==> src/rtl/wb_gpio_pkg.sv <==
// wb_gpio shared definitions: register offsets, register index
// enum, pin limit and the Wishbone byte-enable mask helper.
package wb_gpio_pkg;

  localparam int MAX_PINS = 32;

  localparam logic [4:0] REG_DATA_IN    = 5'h00;
  localparam logic [4:0] REG_DATA_OUT   = 5'h04;
  localparam logic [4:0] REG_DIR        = 5'h08;
  localparam logic [4:0] REG_SET        = 5'h0C;
  localparam logic [4:0] REG_CLR        = 5'h10;
  localparam logic [4:0] REG_IRQ_EN     = 5'h14;
  localparam logic [4:0] REG_IRQ_TYPE   = 5'h18;
  localparam logic [4:0] REG_IRQ_STATUS = 5'h1C;

  typedef enum logic [2:0] {
    IDX_DATA_IN    = REG_DATA_IN[4:2],
    IDX_DATA_OUT   = REG_DATA_OUT[4:2],
    IDX_DIR        = REG_DIR[4:2],
    IDX_SET        = REG_SET[4:2],
    IDX_CLR        = REG_CLR[4:2],
    IDX_IRQ_EN     = REG_IRQ_EN[4:2],
    IDX_IRQ_TYPE   = REG_IRQ_TYPE[4:2],
    IDX_IRQ_STATUS = REG_IRQ_STATUS[4:2]
  } reg_idx_e;

  function automatic logic [31:0] sel_mask(
    input logic [3:0] sel
  );
    return {{8{sel[3]}}, {8{sel[2]}},
            {8{sel[1]}}, {8{sel[0]}}};
  endfunction

endpackage

==> src/rtl/wb_gpio_if.sv <==
// Wishbone classic bus bundle: adr, dat_w, dat_r, cyc, stb,
// we, sel, ack, err, with master and slave modports.
interface wb_if
  import wb_gpio_pkg::*;
#(
  parameter int AW = 32,
  parameter int DW = 32
);
  logic [AW-1:0]   adr;
  logic [DW-1:0]   dat_w;
  logic [DW-1:0]   dat_r;
  logic            cyc;
  logic            stb;
  logic            we;
  logic [DW/8-1:0] sel;
  logic            ack;
  logic            err;

  modport master (
    output adr, dat_w, cyc, stb, we, sel,
    input  dat_r, ack, err
  );

  modport slave (
    input  adr, dat_w, cyc, stb, we, sel,
    output dat_r, ack, err
  );
endinterface

==> src/rtl/wb_gpio_sync.sv <==
// Pad input synchroniser (i_d -> o_q) with rising/falling
// edge pulses (o_rise/o_fall); edges only with WB_GPIO_IRQ_EN.
module wb_gpio_sync
  import wb_gpio_pkg::*;
#(
  parameter int WIDTH  = 32,
  parameter int STAGES = 2
) (
  input  logic             clk,
  input  logic             rstn,
  input  logic [WIDTH-1:0] i_d,
  output logic [WIDTH-1:0] o_q,
  output logic [WIDTH-1:0] o_rise,
  output logic [WIDTH-1:0] o_fall
);

  logic [WIDTH-1:0] r_sync [STAGES];

  always_ff @(posedge clk or negedge rstn) begin
    if (!rstn) begin
      for (int k = 0; k < STAGES; k++)
        r_sync[k] <= '0;
    end else begin
      r_sync[0] <= i_d;
      for (int k = 1; k < STAGES; k++)
        r_sync[k] <= r_sync[k-1];
    end
  end

  assign o_q = r_sync[STAGES-1];

`ifdef WB_GPIO_IRQ_EN
  logic [WIDTH-1:0] r_prev;

  always_ff @(posedge clk or negedge rstn) begin
    if (!rstn) r_prev <= '0;
    else       r_prev <= o_q;
  end

  assign o_rise = o_q & ~r_prev;
  assign o_fall = ~o_q & r_prev;
`else
  assign o_rise = '0;
  assign o_fall = '0;
`endif

endmodule

==> src/rtl/wb_gpio.sv <==
// Wishbone GPIO: clk, rstn, s (wb slave), gpio_i/o/oe, int_o.
// Edge interrupts only when WB_GPIO_IRQ_EN is defined.
module wb_gpio
  import wb_gpio_pkg::*;
#(
  parameter int NUM_PINS      = 32,
  parameter int WB_ADDR_WIDTH = 32,
  parameter int WB_DATA_WIDTH = 32,
  parameter int SYNC_STAGES   = 2
) (
  input  logic                clk,
  input  logic                rstn,
  wb_if.slave                 s,
  input  logic [NUM_PINS-1:0] gpio_i,
  output logic [NUM_PINS-1:0] gpio_o,
  output logic [NUM_PINS-1:0] gpio_oe,
  output logic                int_o
);

  logic                     r_ack;
  logic [MAX_PINS-1:0]      r_dat;
  logic [NUM_PINS-1:0]      r_dout;
  logic [NUM_PINS-1:0]      r_dir;
  logic [NUM_PINS-1:0]      w_din;
  logic [NUM_PINS-1:0]      w_rise;
  logic [NUM_PINS-1:0]      w_fall;
  logic [WB_DATA_WIDTH-1:0] w_bm;
  logic [NUM_PINS-1:0]      w_bmp;
  logic [NUM_PINS-1:0]      w_wd;
  logic [MAX_PINS-1:0]      w_rdata;
  logic                     w_acc;
  logic                     w_wr;
  reg_idx_e                 w_idx;
  logic                     w_unused;

  wb_gpio_sync #(
    .WIDTH  (NUM_PINS),
    .STAGES (SYNC_STAGES)
  ) u_sync (
    .clk    (clk),
    .rstn   (rstn),
    .i_d    (gpio_i),
    .o_q    (w_din),
    .o_rise (w_rise),
    .o_fall (w_fall)
  );

  // Accept only when ack is low: one ack per two cycles if held.
  assign w_acc = s.cyc & s.stb & ~r_ack;
  assign w_wr  = w_acc & s.we;
  assign w_idx = reg_idx_e'(s.adr[4:2]);
  assign w_bm  = sel_mask(s.sel);
  assign w_bmp = w_bm[NUM_PINS-1:0];
  assign w_wd  = s.dat_w[NUM_PINS-1:0] & w_bmp;

`ifdef WB_GPIO_IRQ_EN
  logic [NUM_PINS-1:0] r_ien;
  logic [NUM_PINS-1:0] r_ityp;
  logic [NUM_PINS-1:0] r_ists;
  logic [NUM_PINS-1:0] w_hit;
  logic [NUM_PINS-1:0] w_w1c;
  logic                r_int;

  assign w_hit = r_ien & ((r_ityp & w_rise) |
                          (~r_ityp & w_fall));
  assign w_w1c = (w_wr && w_idx == IDX_IRQ_STATUS) ?
                 w_wd : '0;

  // Set is OR-ed in after the clear so a new edge wins.
  always_ff @(posedge clk or negedge rstn) begin
    if (!rstn) begin
      r_ien  <= '0;
      r_ityp <= '0;
      r_ists <= '0;
      r_int  <= 1'b0;
    end else begin
      r_ists <= (r_ists & ~w_w1c) | w_hit;
      r_int  <= |r_ists;
      if (w_wr) begin
        unique case (w_idx)
          IDX_IRQ_EN:
            r_ien <= (r_ien & ~w_bmp) | w_wd;
          IDX_IRQ_TYPE:
            r_ityp <= (r_ityp & ~w_bmp) | w_wd;
          default: ;
        endcase
      end
    end
  end

  assign int_o    = r_int;
  assign w_unused = ^{s.adr[WB_ADDR_WIDTH-1:5],
                      s.adr[1:0]};
`else
  assign int_o    = 1'b0;
  assign w_unused = ^{s.adr[WB_ADDR_WIDTH-1:5],
                      s.adr[1:0], w_rise, w_fall};
`endif

  always_comb begin
    w_rdata = '0;
    unique case (w_idx)
      IDX_DATA_IN:    w_rdata[NUM_PINS-1:0] = w_din;
      IDX_DATA_OUT:   w_rdata[NUM_PINS-1:0] = r_dout;
      IDX_DIR:        w_rdata[NUM_PINS-1:0] = r_dir;
`ifdef WB_GPIO_IRQ_EN
      IDX_IRQ_EN:     w_rdata[NUM_PINS-1:0] = r_ien;
      IDX_IRQ_TYPE:   w_rdata[NUM_PINS-1:0] = r_ityp;
      IDX_IRQ_STATUS: w_rdata[NUM_PINS-1:0] = r_ists;
`endif
      default: ;
    endcase
  end

  always_ff @(posedge clk or negedge rstn) begin
    if (!rstn) begin
      r_ack  <= 1'b0;
      r_dat  <= '0;
      r_dout <= '0;
      r_dir  <= '0;
    end else begin
      r_ack <= w_acc;
      r_dat <= w_acc ? w_rdata : '0;
      if (w_wr) begin
        unique case (w_idx)
          IDX_DATA_OUT: r_dout <= (r_dout & ~w_bmp) | w_wd;
          IDX_DIR:      r_dir  <= (r_dir & ~w_bmp) | w_wd;
          IDX_SET:      r_dout <= r_dout | w_wd;
          IDX_CLR:      r_dout <= r_dout & ~w_wd;
          default: ;
        endcase
      end
    end
  end

  assign s.dat_r = r_dat;
  assign s.ack   = r_ack;
  assign s.err   = 1'b0;
  assign gpio_o  = r_dout;
  assign gpio_oe = r_dir;

endmodule

==> src/flat_wrapper.sv <==
// flat-port wrapper written by rule: the top's interface ports become plain ports
module wb_gpio_flat import wb_gpio_pkg::*;
#(
  parameter int NUM_PINS      = 32,
  parameter int WB_ADDR_WIDTH = 32,
  parameter int WB_DATA_WIDTH = 32,
  parameter int SYNC_STAGES   = 2
)
  (clk, rstn, gpio_i, gpio_o, gpio_oe, int_o, s_adr, s_dat_w, s_cyc, s_stb, s_we, s_sel, s_dat_r, s_ack, s_err);
  wb_if #(.AW(32), .DW(32)) s_i ();
  input  logic clk;
  input  logic rstn;
  input  logic [NUM_PINS-1:0] gpio_i;
  output logic [NUM_PINS-1:0] gpio_o;
  output logic [NUM_PINS-1:0] gpio_oe;
  output logic int_o;
  input wire logic [$bits(s_i.adr)-1:0] s_adr;
  input wire logic [$bits(s_i.dat_w)-1:0] s_dat_w;
  input wire logic [$bits(s_i.cyc)-1:0] s_cyc;
  input wire logic [$bits(s_i.stb)-1:0] s_stb;
  input wire logic [$bits(s_i.we)-1:0] s_we;
  input wire logic [$bits(s_i.sel)-1:0] s_sel;
  output wire logic [$bits(s_i.dat_r)-1:0] s_dat_r;
  output wire logic [$bits(s_i.ack)-1:0] s_ack;
  output wire logic [$bits(s_i.err)-1:0] s_err;
  assign s_i.adr = s_adr;
  assign s_i.dat_w = s_dat_w;
  assign s_i.cyc = s_cyc;
  assign s_i.stb = s_stb;
  assign s_i.we = s_we;
  assign s_i.sel = s_sel;
  assign s_dat_r = s_i.dat_r;
  assign s_ack = s_i.ack;
  assign s_err = s_i.err;
  wb_gpio #(.NUM_PINS(NUM_PINS), .WB_ADDR_WIDTH(WB_ADDR_WIDTH), .WB_DATA_WIDTH(WB_DATA_WIDTH), .SYNC_STAGES(SYNC_STAGES)) u_core (.clk(clk), .rstn(rstn), .s(s_i), .gpio_i(gpio_i), .gpio_o(gpio_o), .gpio_oe(gpio_oe), .int_o(int_o));
endmodule
==> config.mk <==
export PLATFORM = sky130hd
export DESIGN_NAME = wb_gpio_flat
export DESIGN_NICKNAME = d
export VERILOG_FILES = /design/src/rtl/wb_gpio_pkg.sv /design/src/rtl/wb_gpio_if.sv /design/src/rtl/wb_gpio_sync.sv /design/src/rtl/wb_gpio.sv /design/src/flat_wrapper.sv
export SDC_FILE = /design/constraint.sdc
export NUM_CORES = 1
export LEC_CHECK = 0
export BUFFER_PORTS_ARGS = -buffer_cell sky130_fd_sc_hd__buf_2
export CORE_MARGIN = 1.5
export CORE_UTILIZATION = 40
export DETAILED_ROUTE_END_ITERATION = 10
export GPL_TIMING_DRIVEN = 0
export PLACE_DENSITY = 0.66
export SYNTH_ARGS = -nofsm -noshare
export SYNTH_HDL_FRONTEND = slang
export SYNTH_SLANG_ARGS = --single-unit
==> constraint.sdc <==
create_clock -name clk -period 5.15 [get_ports clk]
set_clock_uncertainty 0.15 [all_clocks]
set_input_delay 0.7725 -clock clk [delete_from_list [all_inputs] [get_ports clk]]
set_output_delay 0.7725 -clock clk [all_outputs]
set_load 0.01 [all_outputs]
==> run summary, run 1 <==
Die Area = 16200 um2
Mean Syn Cell Area = 14.34 um2
Vias/cell = 5.184
Count leader, synth = dfrtp_1
Arr. time, crit path = 2310 ps
Worst-Skew Late Latency = 420 ps
Commonest cells in the netlist = dfrtp_1 (161), nor2_1 (33), nor2b_1 (33)
Largest net degree at the start of global routing = 97
Post-Route WL = 15500 um
Routability cong. = 0.7971
Synth Flop Type = dfrtp_1
Layout cells sized above 1 = 44.03%
# hold bufs at CTS = 0
Grt ovf = 0
Area after DPL = 7307 um2
H-Tree Level Count = 4
I/O pins = 204
Cts repair resizes = 0
CTS tree = done
P_leak = 3.994 nW
HPWL after DPL = 10410 um
Clock slew at reported path FFs = 70 ps
Worst slew pin tran = 906.4 ps
Critical path required time = 5310 ps
Initial DRT Pass Iterations = 4
Final ANT Viol Nets = 0
I/O Buffers = 171
Setup_tns = 0 ps
Number of synthesized flops with an enable pin = 0
First-pass GRT wire length = 24200 um
Cell count after synthesis = 431
Clk Tree Root Cell = clkbuf_16
CTS max path bufs = 2
Initial Utilization = 40.79%
Die X = 127.3 um
Slew Limit Fails = 0
CP Launch Type = flop
RSZ-0062 raised after global routing = false
WS Path Type = flop to flop
Inserted Clock Buffers = 17
Post-synthesis register bit count = 161
Synth cell types = 24
Pwr Total = 3.383 mW
Final instance area = 7943 um2
Critical path's largest stage delay = 520 ps
Outcome = completed
Number of hold-slack violations in the final timing report = 0
Synth top area share = 65.21%
Fmax = 464.5 MHz
CP cell instances = and4b_1 -> buf_6 -> o211ai_1 -> a221o_2
# setup viols final = 0
Die Ht = 127.3 um
Post-CTS Setup Bufs = 0
Crit-path max FO = 10
Worst VDD drop = 0.3659 mV
Area contributors post-synth = dfrtp_1 (65%), mux2_2 (5.8%), mux2i_1 (5.2%), a221o_2 (4.9%), a2bb2oi_1 (4.5%)
Layout fillers = 1316
Area leader, netlist = dfrtp_1
Tmin final = 2153 ps
Vias in the first global route = 4290
Row cnt = 45
Ys async rst share = 100.0%
Pwr per Cell Area = 426.0 nW/um2
1st-iter DRT viols = 271
# DRC = 0
Slowest stage cell, crit path = a221o_2
Initial antenna violation count = 2
Average wire per standard cell = 18.78 um
Period utilisation layout = 41.80%
Rel. slew slack = 39.31%
Seq/Total Area, Yosys = 65.21%
Area Growth Syn to Fin = 28.55%
Gr usage total = 19.82%
Hold/Removal Path Class = input port to asynchronous set/reset pin
Yosys warns = 0
Mapped cell area = 6178 um2
Nets = 728
Crit end category = flop
Placeable Area = 15150 um2
Via count = 4277
Max-cap violation count = 0
CTS sink cnt = 161
## metal layers
layer / GRT usage (%) / share of wire, % / wire length (um)
met1: 26.70 / 45 / 6943
met4: 5.882 / 1.3 / 195
met2: 31.54 / 49 / 7545
met3: 5.402 / 5.2 / 802
met5: 0 / 0.065 / 10
## worst max-delay path, delay by kind of cell, from the launching register on
| kind | cells | cell delay [ps] |
|---|---|---|
| AOI/OAI and AO/OA | 2 | 890 |
| buffers and inverters | 1 | 190 |
| and+or+nand+nor | 1 | 400 |
| DFF | 1 | 420 |
## placed cells by master (no fill, tap or decap), drive strengths merged
master / n
buf: 182
nand3: 4
mux2: 32
clkinvlp: 3
a2111o: 1
nand2: 1
conb: 2
and3b: 4
nor2: 33
a21o: 1
a2bb2oi: 32
o211ai: 4
and4b: 1
clkbuf: 32
nor3b: 2
mux2i: 32
dfrtp: 161
inv: 4
bufinv: 4
nor2b: 34
clkinv: 3
diode: 1
and3: 32
a221o: 32
## final timing paths
path | to | slack [ps] | from | depth (start not counted)
worst max-delay path | u_core.gpio_o[24]$_DFFE_PN0P_ | 3000 | u_core.s.ack$_DFF_PN0_ | 4
worst min-delay path | u_core.u_sync.o_q[16]$_DFF_PN0_ | 190 | rstn | 1
worst max register to register | u_core.gpio_o[24]$_DFFE_PN0P_ | 3000 | u_core.s.ack$_DFF_PN0_ | 4
worst min register to register | u_core.u_sync.o_q[31]$_DFF_PN0_ | 190 | u_core.u_sync.r_sync[63]$_DFF_PN0_ | 0
max in group asynchronous | asynchronous set/reset pin | 3790 | rstn | 2
min in group clk | u_core.u_sync.o_q[31]$_DFF_PN0_ | 190 | u_core.u_sync.r_sync[63]$_DFF_PN0_ | 0
## where the power goes
group          internal [mW]  total [mW]  switching (mW)
clock                  0.820        1.35           0.525
combinational          0.273       0.516           0.243
sequential              1.40        1.52           0.119
total                   2.50        3.38           0.887
## metrics by stage
stage / utilization, % / instances / worst slack (ps) / hold WS, ps
after CTS: 52.42 / 824 / 3024 / 196.1
after global placement: 48.02 / 791 / 818.9 / 182.9
after floorplan: - / 432 / 3090 / 181.2
after global routing: 52.44 / 825 / 2868 / 199.8
final: 52.44 / 825 / 2997 / 185.7
after detailed placement: 48.24 / 792 / 2604 / 184.7
## area by class of cell
class | instances | area [um2] | share of cell area (%)
well taps | 188 | 235.2 | 2.962
clock buffers | 18 | 429.2 | 5.403
repair buffers | 172 | 889.6 | 11.20
diodes | 1 | 2.502 | 0.03151
multi-input cells | 247 | 2037 | 25.65
plain buffers | 24 | 116.4 | 1.465
clock inverters | 14 | 203.9 | 2.568
flip-flops and latches | 161 | 4029 | 50.72
## cell families (layout without fill, tap and decap cells)
| kind of cell | count (synthesis) | count (layout) | share of synthesized area (%) |
|---|---|---|---|
| and+or+nand+nor | 111 | 111 | 10.75 |
| DFF | 161 | 161 | 65.21 |
| muxes | 64 | 64 | 11.02 |
| AOI/OAI and AO/OA | 70 | 70 | 11.08 |
| other | 1 | 3 | 0.06070 |
| buffers and inverters | 24 | 228 | 1.883 |
No activity file was read; power rests on OpenSTA's default activity.
==> inputs of run 2 (changes only) <==
==> constraint.sdc (replaced) <==
create_clock -name clk -period 2.2 [get_ports clk]
set_clock_uncertainty 0.15 [all_clocks]
set_input_delay 0.33 -clock clk [delete_from_list [all_inputs] [get_ports clk]]
set_output_delay 0.33 -clock clk [all_outputs]
set_load 0.01 [all_outputs]
==> run 2 against run 1 <==
Fmax up 1.8%; clock power up 130%; die area unchanged; combinational power up 140%; worst hold slack worse by 170 ps; core utilization up 2.3 points; clock-buffer cell count unchanged; sequential share of layout area down 2.1 points; final area up 4.3%; cell count up 4.2%; sequential power up 130%; sequential cell count unchanged.
==> run summary, run 2 (synthesis gave the netlist of run 1 again) <==
1st-iter DRT viols = 257 (was 271)
Rel. slew slack = 43.96% (was 39.31%)
Clock slew at reported path FFs = 70 ps (about the same)
Hold/Removal Path Class = input port to flop (was input port to asynchronous set/reset pin)
CP Launch Type = flop (unchanged)
P_leak = 4.140 nW (was 3.994 nW)
Max-cap violation count = 0 (unchanged)
Slowest stage cell, crit path = a221o_2 (unchanged)
Clk Tree Root Cell = clkbuf_16 (unchanged)
Most frequent cells in the layout = buf_2 (176), dfrtp_1 (161), nor2_1 (33), nor2b_1 (33), dlygate4sd3_1 (33) (was buf_2 (176), dfrtp_1 (161), nor2_1 (33), nor2b_1 (33))
Tmin final = 2116 ps (was 2153 ps)
First-pass GRT wire length = 24640 um (was 24200 um)
Crit end category = flop (unchanged)
Period utilisation layout = 96.16% (was 41.80%)
I/O Buffers = 171 (unchanged)
CTS tree = done (unchanged)
Initial DRT Pass Iterations = 6 (was 4)
Critical path's largest stage delay = 510 ps (was 520 ps)
Gr usage total = 20.15% (was 19.82%)
WS Path Type = flop to flop (unchanged)
Routability cong. = 0.7971 (unchanged)
Fmax = 472.7 MHz (was 464.5 MHz)
Number of hold-slack violations in the final timing report = 0 (unchanged)
Final design utilization = 54.72% (was 52.44%)
Layout cells sized above 1 = 42.03% (was 44.03%)
Nets = 763 (was 728)
Die Ht = 127.3 um (unchanged)
Vias in the first global route = 4431 (was 4290)
Cts repair resizes = 0 (unchanged)
Grt ovf = 0 (unchanged)
CP cell instances = and4b_1 -> buf_6 -> o211ai_1 -> a221o_2 (unchanged)
Crit-path max FO = 10 (unchanged)
Arr. time, crit path = 2270 ps (was 2310 ps)
Vias/cell = 5.131 (was 5.184)
Dpl ws = 89.60 ps (was 2604 ps)
# setup viols final = 0 (unchanged)
# DRC = 0 (unchanged)
Row cnt = 45 (unchanged)
Pwr per Cell Area = 961.3 nW/um2 (was 426.0 nW/um2)
Inserted Clock Buffers = 17 (unchanged)
Die Area = 16200 um2 (unchanged)
Hold WS = 18.49 ps (was 185.7 ps)
Critical path required time = 2360 ps (was 5310 ps)
CTS max path bufs = 2 (unchanged)
Post-Route WL = 15770 um (was 15500 um)
H-Tree Level Count = 4 (unchanged)
Initial Utilization = 40.79% (unchanged)
Area Growth Syn to Fin = 34.14% (was 28.55%)
Worst-Skew Late Latency = 420 ps (about the same)
Die X = 127.3 um (unchanged)
Initial antenna violation count = 2 (unchanged)
Slew Limit Fails = 0 (unchanged)
HPWL after DPL = 10410 um (unchanged)
Average wire per standard cell = 18.34 um (was 18.78 um)
Worst setup margin = 84.41 ps (was 2997 ps)
Final ANT Viol Nets = 0 (unchanged)
CTS sink cnt = 161 (unchanged)
Worst VDD drop = 0.8500 mV (was 0.3659 mV)
Outcome = completed (unchanged)
Via count = 4413 (was 4277)
I/O pins = 204 (unchanged)
RSZ-0062 raised after global routing = false (unchanged)
Largest net degree at the start of global routing = 97 (unchanged)
Worst slew pin tran = 836.9 ps (was 906.4 ps)
Placeable Area = 15150 um2 (unchanged)
Commonest non-fill, non-tap cell in the layout = buf_2 (unchanged)
Pwr Total = 7.967 mW (was 3.383 mW)
-- run 2: power by group --
part / switching (mW) / total [mW] / internal (mW)
Sequential: 0.278 / 3.56 / 3.28
Combinational: 0.579 / 1.26 / 0.677
Clock: 1.23 / 3.15 / 1.92
-- run 2: repair_timing --
action,4_1_cts,5_1_grt
hold buffers,33,0
endpoints found under the hold margin,97,0
setup endpoints to repair,0,9
setup buffers,0,2
-- run 2: worst max-delay path, delay by kind of cell, from the launching register on --
kind                   cells  cell delay, ps
buffers and inverters      1             190
AOI/OAI and AO/OA          2             850
and+or+nand+nor            1             400
DFF                        1             420
-- run 2: per-layer routing --
layer	global-route usage [%]	up-vias	part of all wire [%]
li1	-	2031	-
met1	26.84	2227	44
met2	32.56	137	49
met3	5.360	16	5.3
met4	5.882	2	1.3
met5	0	-	0.063
-- run 2: area by class of cell --
| cell class | count | area (um2) |
|---|---|---|
| Tap cell | 188 | 235.2 |
| Antenna cell | 1 | 2.502 |
| Fill cell | 1287 | 6858 |
| Timing Repair Buffer | 207 | 1235 |
| Multi-Input combinational cell | 247 | 2037 |
| Clock inverter | 14 | 203.9 |
| Sequential cell | 161 | 4029 |
| Buffer | 24 | 116.4 |
| Clock buffer | 18 | 429.2 |
-- run 2: through the flow --
stage          area, um2  instances  setup TNS, ps
3_5_place_dp        7307        792              0
5_1_grt             8288        860              0
6_report            8288        860              0
4_1_cts             8270        857              0
3_3_place_gp        7273        791        -269970
2_1_floorplan       6182        432              0
-- run 2: final timing paths --
check / start / endpoint / slack [ps] / cells past startpoint
min in group asynchronous: rstn / u_core.u_sync.o_q[16]$_DFF_PN0_ / 320 / 2
worst min register to register: u_core.u_sync.r_sync[63]$_DFF_PN0_ / u_core.u_sync.o_q[31]$_DFF_PN0_ / 190 / 0
worst max register to register: u_core.s.ack$_DFF_PN0_ / u_core.gpio_o[24]$_DFFE_PN0P_ / 80 / 4
worst max-delay path: u_core.s.ack$_DFF_PN0_ / u_core.gpio_o[24]$_DFFE_PN0P_ / 80 / 4
max in group asynchronous: rstn / asynchronous set/reset pin / 710 / 3
worst min-delay path: s_dat_w[31] / flop / 20 / 2
